[src/rtl/servant_arb_pkg.sv]
// Shared types and constants for the servant shared-RAM arbiter.
package servant_arb_pkg;

    typedef enum logic [1:0] {
        ST_IDLE  = 2'd0,
        ST_GRANT = 2'd1,
        ST_DRAIN = 2'd2
    } arb_state_t;

    localparam logic [1:0] MST_NONE = 2'd0;
    localparam logic [1:0] MST_M0   = 2'd1;
    localparam logic [1:0] MST_M1   = 2'd2;
    localparam logic [1:0] MST_M2   = 2'd3;

    localparam int unsigned DEF_TIMEOUT  = 255;
    localparam logic [31:0] DEF_ERR_DATA = 32'hDEAD_BEEF;

endpackage

[src/rtl/servant_arb_rr.sv]
// Two-way round-robin picker for the CPU masters (bit 0 = M0, bit 1 = M1).
module servant_arb_rr (
    input  logic       clk,
    input  logic       rst_n,
    input  logic [1:0] req,
    input  logic       advance,
    output logic [1:0] gnt
);

    // Set when M1 was the last CPU master served; reset leaves M1 preferred.
    logic last_m1;

    always_comb begin
        gnt = req;
        if (req == 2'b11) begin
            gnt = last_m1 ? 2'b01 : 2'b10;
        end
    end

    always_ff @(posedge clk or negedge rst_n) begin
        if (!rst_n) begin
            last_m1 <= 1'b0;
        end else if (advance && (gnt != 2'b00)) begin
            last_m1 <= gnt[1];
        end
    end

endmodule

[src/rtl/servant_mem_arbiter.sv]
// Three-master arbiter in front of the servant shared RAM: debug master has strict
// priority and an exclusive lock, CPU masters share round-robin, stalled transfers time out.
module servant_mem_arbiter
    import servant_arb_pkg::*;
#(
    parameter int unsigned TIMEOUT  = DEF_TIMEOUT,
    parameter logic [31:0] ERR_DATA = DEF_ERR_DATA
) (
    input  logic        wb_clk,
    input  logic        wb_rstn,
    input  logic [31:0] i_ibus_adr,
    input  logic        i_ibus_cyc,
    output logic [31:0] o_ibus_rdt,
    output logic        o_ibus_ack,
    input  logic [31:0] i_dbus_adr,
    input  logic [31:0] i_dbus_dat,
    input  logic [3:0]  i_dbus_sel,
    input  logic        i_dbus_we,
    input  logic        i_dbus_cyc,
    output logic [31:0] o_dbus_rdt,
    output logic        o_dbus_ack,
    input  logic [31:0] i_dm_adr,
    input  logic [31:0] i_dm_dat,
    input  logic [3:0]  i_dm_sel,
    input  logic        i_dm_we,
    input  logic        i_dm_cyc,
    output logic [31:0] o_dm_rdt,
    output logic        o_dm_ack,
    input  logic        i_dm_lock,
    output logic [31:0] o_mem_adr,
    output logic [31:0] o_mem_dat,
    output logic [3:0]  o_mem_sel,
    output logic        o_mem_we,
    output logic        o_mem_cyc,
    input  logic [31:0] i_mem_rdt,
    input  logic        i_mem_ack,
    output logic [1:0]  o_grant,
    output logic        o_timeout
);

    localparam int unsigned   CW      = (TIMEOUT > 0) ? $clog2(TIMEOUT + 1) : 1;
    localparam logic [CW-1:0] TO_LAST = CW'(TIMEOUT);

    arb_state_t    state;
    arb_state_t    state_nxt;
    logic [1:0]    owner;
    logic [CW-1:0] to_cnt;
    logic [1:0]    rr_req;
    logic [1:0]    rr_gnt;
    logic          rr_advance;
    logic [1:0]    winner;
    logic          owner_cyc;
    logic          mem_done;
    logic          to_fire;
    logic          owner_ack;
    logic [31:0]   rdt_route;

    assign rr_req = {i_dbus_cyc, i_ibus_cyc} & {2{~i_dm_lock}};

    servant_arb_rr u_rr (
        .clk     (wb_clk),
        .rst_n   (wb_rstn),
        .req     (rr_req),
        .advance (rr_advance),
        .gnt     (rr_gnt)
    );

    always_comb begin
        winner = MST_NONE;
        if (i_dm_cyc) begin
            winner = MST_M2;
        end else if (rr_gnt[1]) begin
            winner = MST_M1;
        end else if (rr_gnt[0]) begin
            winner = MST_M0;
        end
    end

    always_comb begin
        case (owner)
            MST_M0:  owner_cyc = i_ibus_cyc;
            MST_M1:  owner_cyc = i_dbus_cyc;
            MST_M2:  owner_cyc = i_dm_cyc;
            default: owner_cyc = 1'b0;
        endcase
    end

    always_ff @(posedge wb_clk or negedge wb_rstn) begin
        if (!wb_rstn) begin
            state <= ST_IDLE;
        end else begin
            state <= state_nxt;
        end
    end

    // A dropped cyc takes precedence over ack/timeout: the master is gone, nobody is acked.
    always_comb begin
        state_nxt  = state;
        rr_advance = 1'b0;
        mem_done   = 1'b0;
        to_fire    = 1'b0;
        case (state)
            ST_IDLE: begin
                if (winner != MST_NONE) begin
                    state_nxt  = ST_GRANT;
                    rr_advance = (winner != MST_M2);
                end
            end
            ST_GRANT: begin
                if (!owner_cyc) begin
                    state_nxt = ST_DRAIN;
                end else if (i_mem_ack) begin
                    mem_done  = 1'b1;
                    state_nxt = ST_DRAIN;
                end else if (to_cnt == TO_LAST) begin
                    to_fire   = 1'b1;
                    state_nxt = ST_DRAIN;
                end
            end
            ST_DRAIN: state_nxt = ST_IDLE;
            default:  state_nxt = ST_IDLE;
        endcase
    end

    always_ff @(posedge wb_clk or negedge wb_rstn) begin
        if (!wb_rstn) begin
            owner     <= MST_NONE;
            to_cnt    <= '0;
            o_mem_adr <= '0;
            o_mem_dat <= '0;
            o_mem_sel <= '0;
            o_mem_we  <= 1'b0;
            o_mem_cyc <= 1'b0;
        end else if ((state == ST_IDLE) && (winner != MST_NONE)) begin
            owner     <= winner;
            to_cnt    <= '0;
            o_mem_cyc <= 1'b1;
            case (winner)
                MST_M0: begin
                    o_mem_adr <= i_ibus_adr;
                    o_mem_dat <= '0;
                    o_mem_sel <= 4'hF;
                    o_mem_we  <= 1'b0;
                end
                MST_M1: begin
                    o_mem_adr <= i_dbus_adr;
                    o_mem_dat <= i_dbus_dat;
                    o_mem_sel <= i_dbus_sel;
                    o_mem_we  <= i_dbus_we;
                end
                default: begin
                    o_mem_adr <= i_dm_adr;
                    o_mem_dat <= i_dm_dat;
                    o_mem_sel <= i_dm_sel;
                    o_mem_we  <= i_dm_we;
                end
            endcase
        end else if (state == ST_GRANT) begin
            if (state_nxt == ST_DRAIN) begin
                owner     <= MST_NONE;
                o_mem_adr <= '0;
                o_mem_dat <= '0;
                o_mem_sel <= '0;
                o_mem_we  <= 1'b0;
                o_mem_cyc <= 1'b0;
            end else begin
                to_cnt <= to_cnt + 1'b1;
            end
        end
    end

    assign o_grant   = owner;
    assign o_timeout = to_fire;
    assign owner_ack = mem_done | to_fire;
    assign rdt_route = to_fire ? ERR_DATA : i_mem_rdt;

    always_comb begin
        o_ibus_rdt = '0;
        o_ibus_ack = 1'b0;
        o_dbus_rdt = '0;
        o_dbus_ack = 1'b0;
        o_dm_rdt   = '0;
        o_dm_ack   = 1'b0;
        if (state == ST_GRANT) begin
            case (owner)
                MST_M0: begin
                    o_ibus_rdt = rdt_route;
                    o_ibus_ack = owner_ack;
                end
                MST_M1: begin
                    o_dbus_rdt = rdt_route;
                    o_dbus_ack = owner_ack;
                end
                MST_M2: begin
                    o_dm_rdt = rdt_route;
                    o_dm_ack = owner_ack;
                end
                default: ;
            endcase
        end
    end

endmodule
[config.mk]
export PLATFORM = sky130hd
export DESIGN_NAME = servant_mem_arbiter
export DESIGN_NICKNAME = d
export VERILOG_FILES = /design/src/rtl/servant_arb_pkg.sv /design/src/rtl/servant_arb_rr.sv /design/src/rtl/servant_mem_arbiter.sv
export SDC_FILE = /design/constraint.sdc
export NUM_CORES = 1
export LEC_CHECK = 0
export CAP_MARGIN = 5
export CORE_AREA = 2 2 148 150
export DETAILED_ROUTE_END_ITERATION = 10
export DIE_AREA = 0 0 150 152
export GPL_TIMING_DRIVEN = 0
export PLACE_DENSITY = 0.71
export RECOVER_POWER = 50
export SETUP_SLACK_MARGIN = 0.3
export SLEW_MARGIN = 0
export SYNTH_ARGS = -nofsm -noshare
export SYNTH_HDL_FRONTEND = slang
export SYNTH_SLANG_ARGS = --single-unit
[constraint.sdc]
create_clock -name wb_clk -period 1.89 [get_ports wb_clk]
set_input_delay 0.4725 -clock wb_clk [delete_from_list [all_inputs] [get_ports wb_clk]]
set_output_delay 0.4725 -clock wb_clk [all_outputs]
set_load 0.005 [all_outputs]
## Yosys cells after proc, flatten, opt, wreduce, memory -nomap -nowiden

Cells that the tools add are included.

- Output and inout port bits: 172
- Logic and storage cells: 87
- Bits of input ports: 209
- Register bits: 83

- Multiplexer cells: 54
- Add/subtract/negate cells: 1
- Reduce and logical (&&, ||, !) cells: 9
- Bitwise gates (word level): 3
- Equal/unequal tests: 11

Operators by type and width:

| kind | count |
|---|---|
| 32-bit two-way mux | 11 |
| 32-bit case mux with 2 select lines | 2 |
| 8-bit two-way mux | 3 |
| 2-bit two-way mux | 11 |
| 1-bit two-way mux | 20 |
| 4-bit two-way mux | 3 |
| 2-bit equality test (second input constant) | 5 |
| 8-bit by 1-bit adder with 8-bit output (second input constant) | 1 |
| 8-bit equality test (second input constant) | 1 |
| 4-bit case mux with 2 select lines | 1 |
| 2-bit nonzero test | 4 |
| 2-bit by 1-bit equality test with 1-bit output (second input constant) | 3 |
| 2-bit inequality test (second input constant) | 2 |
| 2-bit case mux with 2 select lines | 1 |
| 2-bit AND reduction | 2 |
| 1-bit case mux with 3 select lines | 1 |
| 2-bit AND | 1 |
| 1-bit logical AND | 2 |
| 2-bit zero test | 1 |
| 1-bit case mux with 2 select lines | 1 |
| 1-bit NOT | 1 |
| 1-bit OR | 1 |

## Depth between registers and ports, before layout

Gate-level depths: netlist of run 1.

- Depth after elaboration: 14
- Gate-level depth with buffers: 10
- Mapped depth without buffers: 8

## By module

From an unflattened synthesis of run 1, not the netlist that was laid out.

- Cell total of the unflattened synthesis: 572
- Area, all modules: 5173.7 µm²

By module, submodules not included:

| module | area each (µm²) | seq. area each (µm²) | cells an instance | instances |
|---|---|---|---|---|
| servant_mem_arbiter | 5118.7 | 2052.0 | 566 | 1 |
| servant_arb_rr | 55.1 | 25.0 | 6 | 1 |

## Worst setup path after synthesis of run 1

Ideal clock, no wire load.

- Kind: input to register
- From: in i_dm_lock
- To: reg o_mem_adr[10]
- Path slack: -0.217 ns
- Library setup time: 0.138 ns
- Data arrival time: 1.969 ns
- Stages: 9
- Data required time: 1.752 ns
- Buffers on the path: 3
- Cells stage by stage: inv_1 -> a31oi_1 -> ha_1 -> buf_2 -> buf_1 -> clkbuf_1 -> nand2_1 -> o21ai_0 -> o22ai_1

- Word-level cells in the longest chain between the ends: 13
- Elaborated cells between the ends (all ways): 19
- Those cells by class: eq/ne (4); mux (8); bitwise (2); reduce/logical (5)

Ends and longest elaborated chain:

| element | line | RTL |
|---|---|---|
| start: declaration | servant_mem_arbiter.sv:29 | `input logic i_dm_lock,` |
| 1-bit NOT (*) | servant_mem_arbiter.sv:58 | `assign rr_req = {i_dbus_cyc, i_ibus_cyc} & {2{~i_dm_lock}};` |
| 2-bit AND (*) | servant_mem_arbiter.sv:58 |  |
| 2-bit equality test | servant_arb_rr.sv:15 | `if (req == 2'b11) begin` |
| 2-bit two-way mux (*) | servant_arb_rr.sv:15 |  |
| 1-bit two-way mux | servant_mem_arbiter.sv:74 | `end else if (rr_gnt[0]) begin` |
| 2-bit two-way mux (*) | servant_mem_arbiter.sv:72 | `end else if (rr_gnt[1]) begin` |
| 2-bit two-way mux (*) | servant_mem_arbiter.sv:70 | `if (i_dm_cyc) begin` |
| 2-bit nonzero test | servant_mem_arbiter.sv:104, servant_mem_arbiter.sv:134 |  |
| 2-bit two-way mux | servant_mem_arbiter.sv:104 | `if (winner != MST_NONE) begin` |
| 2-bit case mux with 2 select lines | servant_mem_arbiter.sv:102 | `case (state)` |
| 2-bit equality test | servant_mem_arbiter.sv:159 | `if (state_nxt == ST_DRAIN) begin` |
| 2-bit nonzero test (no line) | n/a |  |
| 2-bit AND reduction (no line) | n/a |  |
| end signal: assignment | servant_mem_arbiter.sv:140 | `o_mem_adr <= i_ibus_adr;` |
| end signal: assignment | servant_mem_arbiter.sv:146 | `o_mem_adr <= i_dbus_adr;` |
| end signal: assignment | servant_mem_arbiter.sv:152 | `o_mem_adr <= i_dm_adr;` |
| end: declaration | servant_mem_arbiter.sv:30 | `output logic [31:0] o_mem_adr,` |

Mark *: on every way between the ends. The rest lies on a longest branch, timed or not.
A chain may end at the register's enable or synchronous reset.

## Worst setup path after layout of run 1

- From: reg owner[0], in the netlist o_grant[0]
- To: out o_ibus_rdt[19]

- Word-level cells in the longest chain between the ends: 7
- Elaborated cells between the ends (all ways): 9
- Those cells by class: eq/ne (3); mux (6)

Ends and longest elaborated chain:

| element | line | RTL |
|---|---|---|
| start: declaration | servant_mem_arbiter.sv:46 | `logic [1:0] owner;` |
| start signal: assignment | servant_mem_arbiter.sv:135 | `owner <= winner;` |
| 2-bit equality test / 2-bit by 1-bit equality test with 1-bit output (equally long branches) | servant_mem_arbiter.sv:80, servant_mem_arbiter.sv:185 |  |
| 1-bit case mux with 3 select lines | servant_mem_arbiter.sv:80 | `case (owner)` |
| 1-bit two-way mux | servant_mem_arbiter.sv:110 | `if (!owner_cyc) begin` |
| 1-bit two-way mux | servant_mem_arbiter.sv:102 |  |
| 32-bit two-way mux | servant_mem_arbiter.sv:175 | `assign rdt_route = to_fire ? ERR_DATA : i_mem_rdt;` |
| 32-bit two-way mux (*) | servant_mem_arbiter.sv:185 | `case (owner)` |
| 32-bit two-way mux (*) | servant_mem_arbiter.sv:184 | `if (state == ST_GRANT) begin` |
| end: declaration | servant_mem_arbiter.sv:13 | `output logic [31:0] o_ibus_rdt,` |

Marks and branches as above.

==> summary.txt, run 1 <==
Status
  • Outcome: finished with violations
  • Failing checks: setup timing

Logic synthesis
  • Warnings, synthesis: 0
  • Synth async-reset ratio: between 90% and 100%
  • Syn_nets: approximately 860
  • Number of flops mapped to enable cells by yosys: 0
  • Sequential fraction of the synthesis area: about two fifths
  • Cell area after synthesis: around 5300 µm²
  • Post-synthesis mux area share: less than 1%
  • Post-Synth XOR/XNOR Area: 0%
  • Avg Cell Area, Syn: a little over 8 µm²
  • Adder-cell share of the synthesized area: 0.951%
  • Yosys reg bits: 83
  • Cells after Synth: ~650
  • Post-synthesis compound-gate area fraction: around a third
  • Yosys cell types: between 40 and 50
  • Largest family of logic cells by synthesized area: compound AO/OA/AOI/OAI gates
  • Simple-gate share of the synthesized area: a little under a fifth
  • Most used DFF post-synth: dfrtp_1

Detailed routing
  • Final WL: 32400 µm
  • Detail Route Antenna Nets: 0
  • Vias per cell: 5.23
  • # DRC: 0
  • Initial DRC count: between 200 and 300
  • Initial DRT Pass Iterations: 5
  • Mean routed wirelength per cell: ~23 µm
  • Routed vias: 7445

GRT
  • Gr ovfl total: 0
  • Largest net degree at the start of global routing: 44
  • Global-route wire length before repair: 45900 µm
  • Initial antenna violation count: 0
  • GRT Util Overall: 26.4%
  • Vias in the first global route: 7636

Finish
  • FILL cells: between 1500 and 2000
  • Final #Nets: around 1400
  • Design area: about 13000 µm²
  • ANT cells: 0
  • Layout cells sized above 1: 46.4%
  • Footprint of the multi-input gates: ~4400 µm²
  • Area growth, synth to finish: 148%
  • Sequential cell area: between 2000 and 2500 µm²

Floorplanning
  • I/O pins: 381
  • Placeable Area: 21400 µm²
  • Width of the die: approximately 150 µm
  • Initial Util: about 25%
  • Die ar.: approximately 23000 µm²
  • Vert. Die Dim: 152 µm
  • Rows: 54

STA
  • Measured slew at the worst slew-check pin: 1110 ps
  • Final setup violation count: 165
  • Post-Route Skew: 11.7 ps
  • Min Tclk post-route: about 2600 ps
  • Slew Viols, Final: 0
  • RSZ-0062 raised after global routing: yes
  • Fin. Hold Viols: 0
  • F_max: approximately 380 MHz
  • Post-route clock period utilization: 138%
  • Worst setup margin: -712 ps
  • Worst slew margin: about a quarter
  • Fin Setup TNS: -64280 ps

Worst setup path
  • Slowest CP cell: dfrtp_1
  • CP Capture Type: output port
  • Buf+Inv Stages, Crit Path: 5
  • CP top delay family: buffers and inverters
  • CP Cell Sequence: buf_6 > and4bb_2 > o2bb2ai_4 > nand2_8 > inv_8 > buf_8 > buf_6 > o21a_1 > buf_2
  • WS Path Type: reg2out
  • Req. time, crit path: around 1400 ps
  • Slowest stage delay, CP: about 380 ps
  • Most frequent CP cell: buf_6
  • Critical path arrival: 2130 ps
  • Nature of the critical path startpoint: register
  • CP max FO: 7

CTS
  • CTS clk-pin slew, worst paths: approximately 70 ps
  • H-Tree Depth: 3
  • # clock sinks: 83
  • CTS tree: done
  • Clk_lat worst skew: about 340 ps
  • CTS root buf: clkbuf_16
  • CTS max path bufs: 2
  • Num CTS Buffers: 9
  • Post-CTS Hold Buffers: 0

Placement
  • DP Wirelength: ~22000 µm
  • Routability congestion estimate: roughly 0.84
  • I/O Buffers: 380
  • DP Area: 10000 µm²

Flow run
  • Max Cap Viol: 0

Power and ir drop
  • Pwr/cell area: between 1000 and 1500 nW/µm²
  • Static leakage: around 5.7 nW
  • Peak supply drop: 0.000639 V

Hold path
  • Hold Crit Class: in2async
repair_timing:
item                       CTS  global route
gates resized for setup    795           144
pin swaps                  106            68
buffers inserted            57            14
cloned                      26             5
hold endpoints to repair     0             0
setup endpoints to repair  255           184
logic make-up (layout without fill, tap and decap cells):
| family | after synthesis | after routing |
|---|---|---|
| adder cells (fa/ha/maj) | 4 | 4 |
| multiplexers | 4 | 4 |
| AO/OA/AOI/OAI | 266 | 266 |
| buffers and inverters | 82 | 580 |
| AND/OR/NAND/NOR | 206 | 207 |
| flip-flops | 83 | 83 |
cell usage after synthesis (2+ instances only):
library cell    n  area, µm²
nand2_1       115        432
dfrtp_1        83       2080
o21a_1         72        541
o22ai_1        71        444
clkbuf_1       52        195
o21ai_0        37        185
a31oi_1        36        225
nor2b_1        33        206
a22oi_1        32        240
and3_1         25        156
buf_2          19       95.1
a21oi_1        11       55.1
inv_1           8       30.0
nor2_1          6       22.5
nand3_1         5       25.0
ha_1            4       50.1
or3_1           4       25.0
mux2i_1         3       30.0
nor3_1          3       15.0
and2_1          2       12.5
buf_1           2       7.51
o211ai_1        2       15.0
o31ai_1         2       15.0
path summary, 6_finish.rpt:
check,depth (start not counted),endpoint,startpoint,slack (ps)
worst max-delay path,9,o_ibus_rdt[19],o_grant[0]$_DFFE_PN0P_,-710
max in group asynchronous,2,state[0]$_DFF_PN0_,wb_rstn,240
min in group wb_clk,2,u_rr.last_m1$_DFFE_PN0P_,i_ibus_cyc,450
worst max register to register,10,to_cnt[4]$_DFFE_PN0P_,to_cnt[1]$_DFFE_PN0P_,-190
worst min register to register,2,o_mem_cyc$_DFFE_PN0P_,o_mem_cyc$_DFFE_PN0P_,510
worst min-delay path,1,o_mem_adr[7]$_DFFE_PN0P_,wb_rstn,320
per-stage QoR:
stage	total power, W	cells	setup WS [ps]	hold WS, ps	utilization (%)
finish	0.0140	1424	-712	324	61.2
CTS	0.0129	1405	-713	143	57.3
floorplan	0.00601	645	-23.7	177	-
global route	0.0147	1424	-759	414	61.2
detailed placement	0.00959	1306	-1380	478	47.1
global placement	0.00951	1305	-2750	467	47.0
state kept, by name, indices dropped and copies added (netlist names):
signal,flops
o_mem_we,1
o_mem_adr,32
o_grant,2
o_mem_cyc,1
state,2
to_cnt,8
o_mem_sel,4
u_rr.last_m1,1
o_mem_dat,32
area by class of cell:
type | instances | share of cell area [%]
plain buffers | 73 | 8.85
clock buffers | 11 | 1.93
clock inverters | 5 | 0.469
inverters | 9 | 0.383
multi-input cells | 481 | 33.9
flip-flops and latches | 83 | 15.9
well taps | 280 | 2.68
repair buffers | 480 | 35.7
repair inverters | 2 | 0.211
metal layers:
| layer | vias up | wire length, µm | GRT usage, % | share of wire (%) |
|---|---|---|---|---|
| met5 | - | 0 | 0 | 0 |
| met4 | 0 | 1300 | 10.8 | 4.0 |
| met1 | 3645 | 11700 | 28.5 | 36 |
| met3 | 69 | 2790 | 8.20 | 8.6 |
| li1 | 3360 | - | - | - |
| met2 | 371 | 16500 | 47.2 | 51 |
cell usage in the layout, fill, tap and decap left out, drive strengths merged, types with 26 or more instances in the layout:
cell | Yosys | routed
o21a | 72 | 72
clkbuf | 52 | 75
o21ai | 37 | 37
dlygate4sd2 | 0 | 74
o22ai | 71 | 71
a31oi | 36 | 36
clkdlybuf4s50 | 0 | 202
buf | 21 | 212
a22oi | 32 | 32
and3 | 26 | 26
nand2 | 116 | 117
nor2b | 33 | 33
dfrtp | 83 | 83
report_power, final:
part / leakage, nW / internal (W) / switching, W
Combinational: 4.51 / 0.00478 / 0.00430
Clock: 0.144 / 0.00110 / 0.000769
Sequential: 1.07 / 0.00253 / 0.000538
Power figures use the tool's default switching activity.
==> run 2: changes to the inputs <==
--- a/config.mk
+++ b/config.mk
@@ -10,6 +10,7 @@
 export DETAILED_ROUTE_END_ITERATION = 10
 export DIE_AREA = 0 0 150 152
 export GPL_TIMING_DRIVEN = 0
+export HOLD_SLACK_MARGIN = 0.1
 export PLACE_DENSITY = 0.71
 export RECOVER_POWER = 50
 export SETUP_SLACK_MARGIN = 0.3
==> results of run 2 <==
Same layout as run 1: the final DEF is identical, and so are final timing and power.
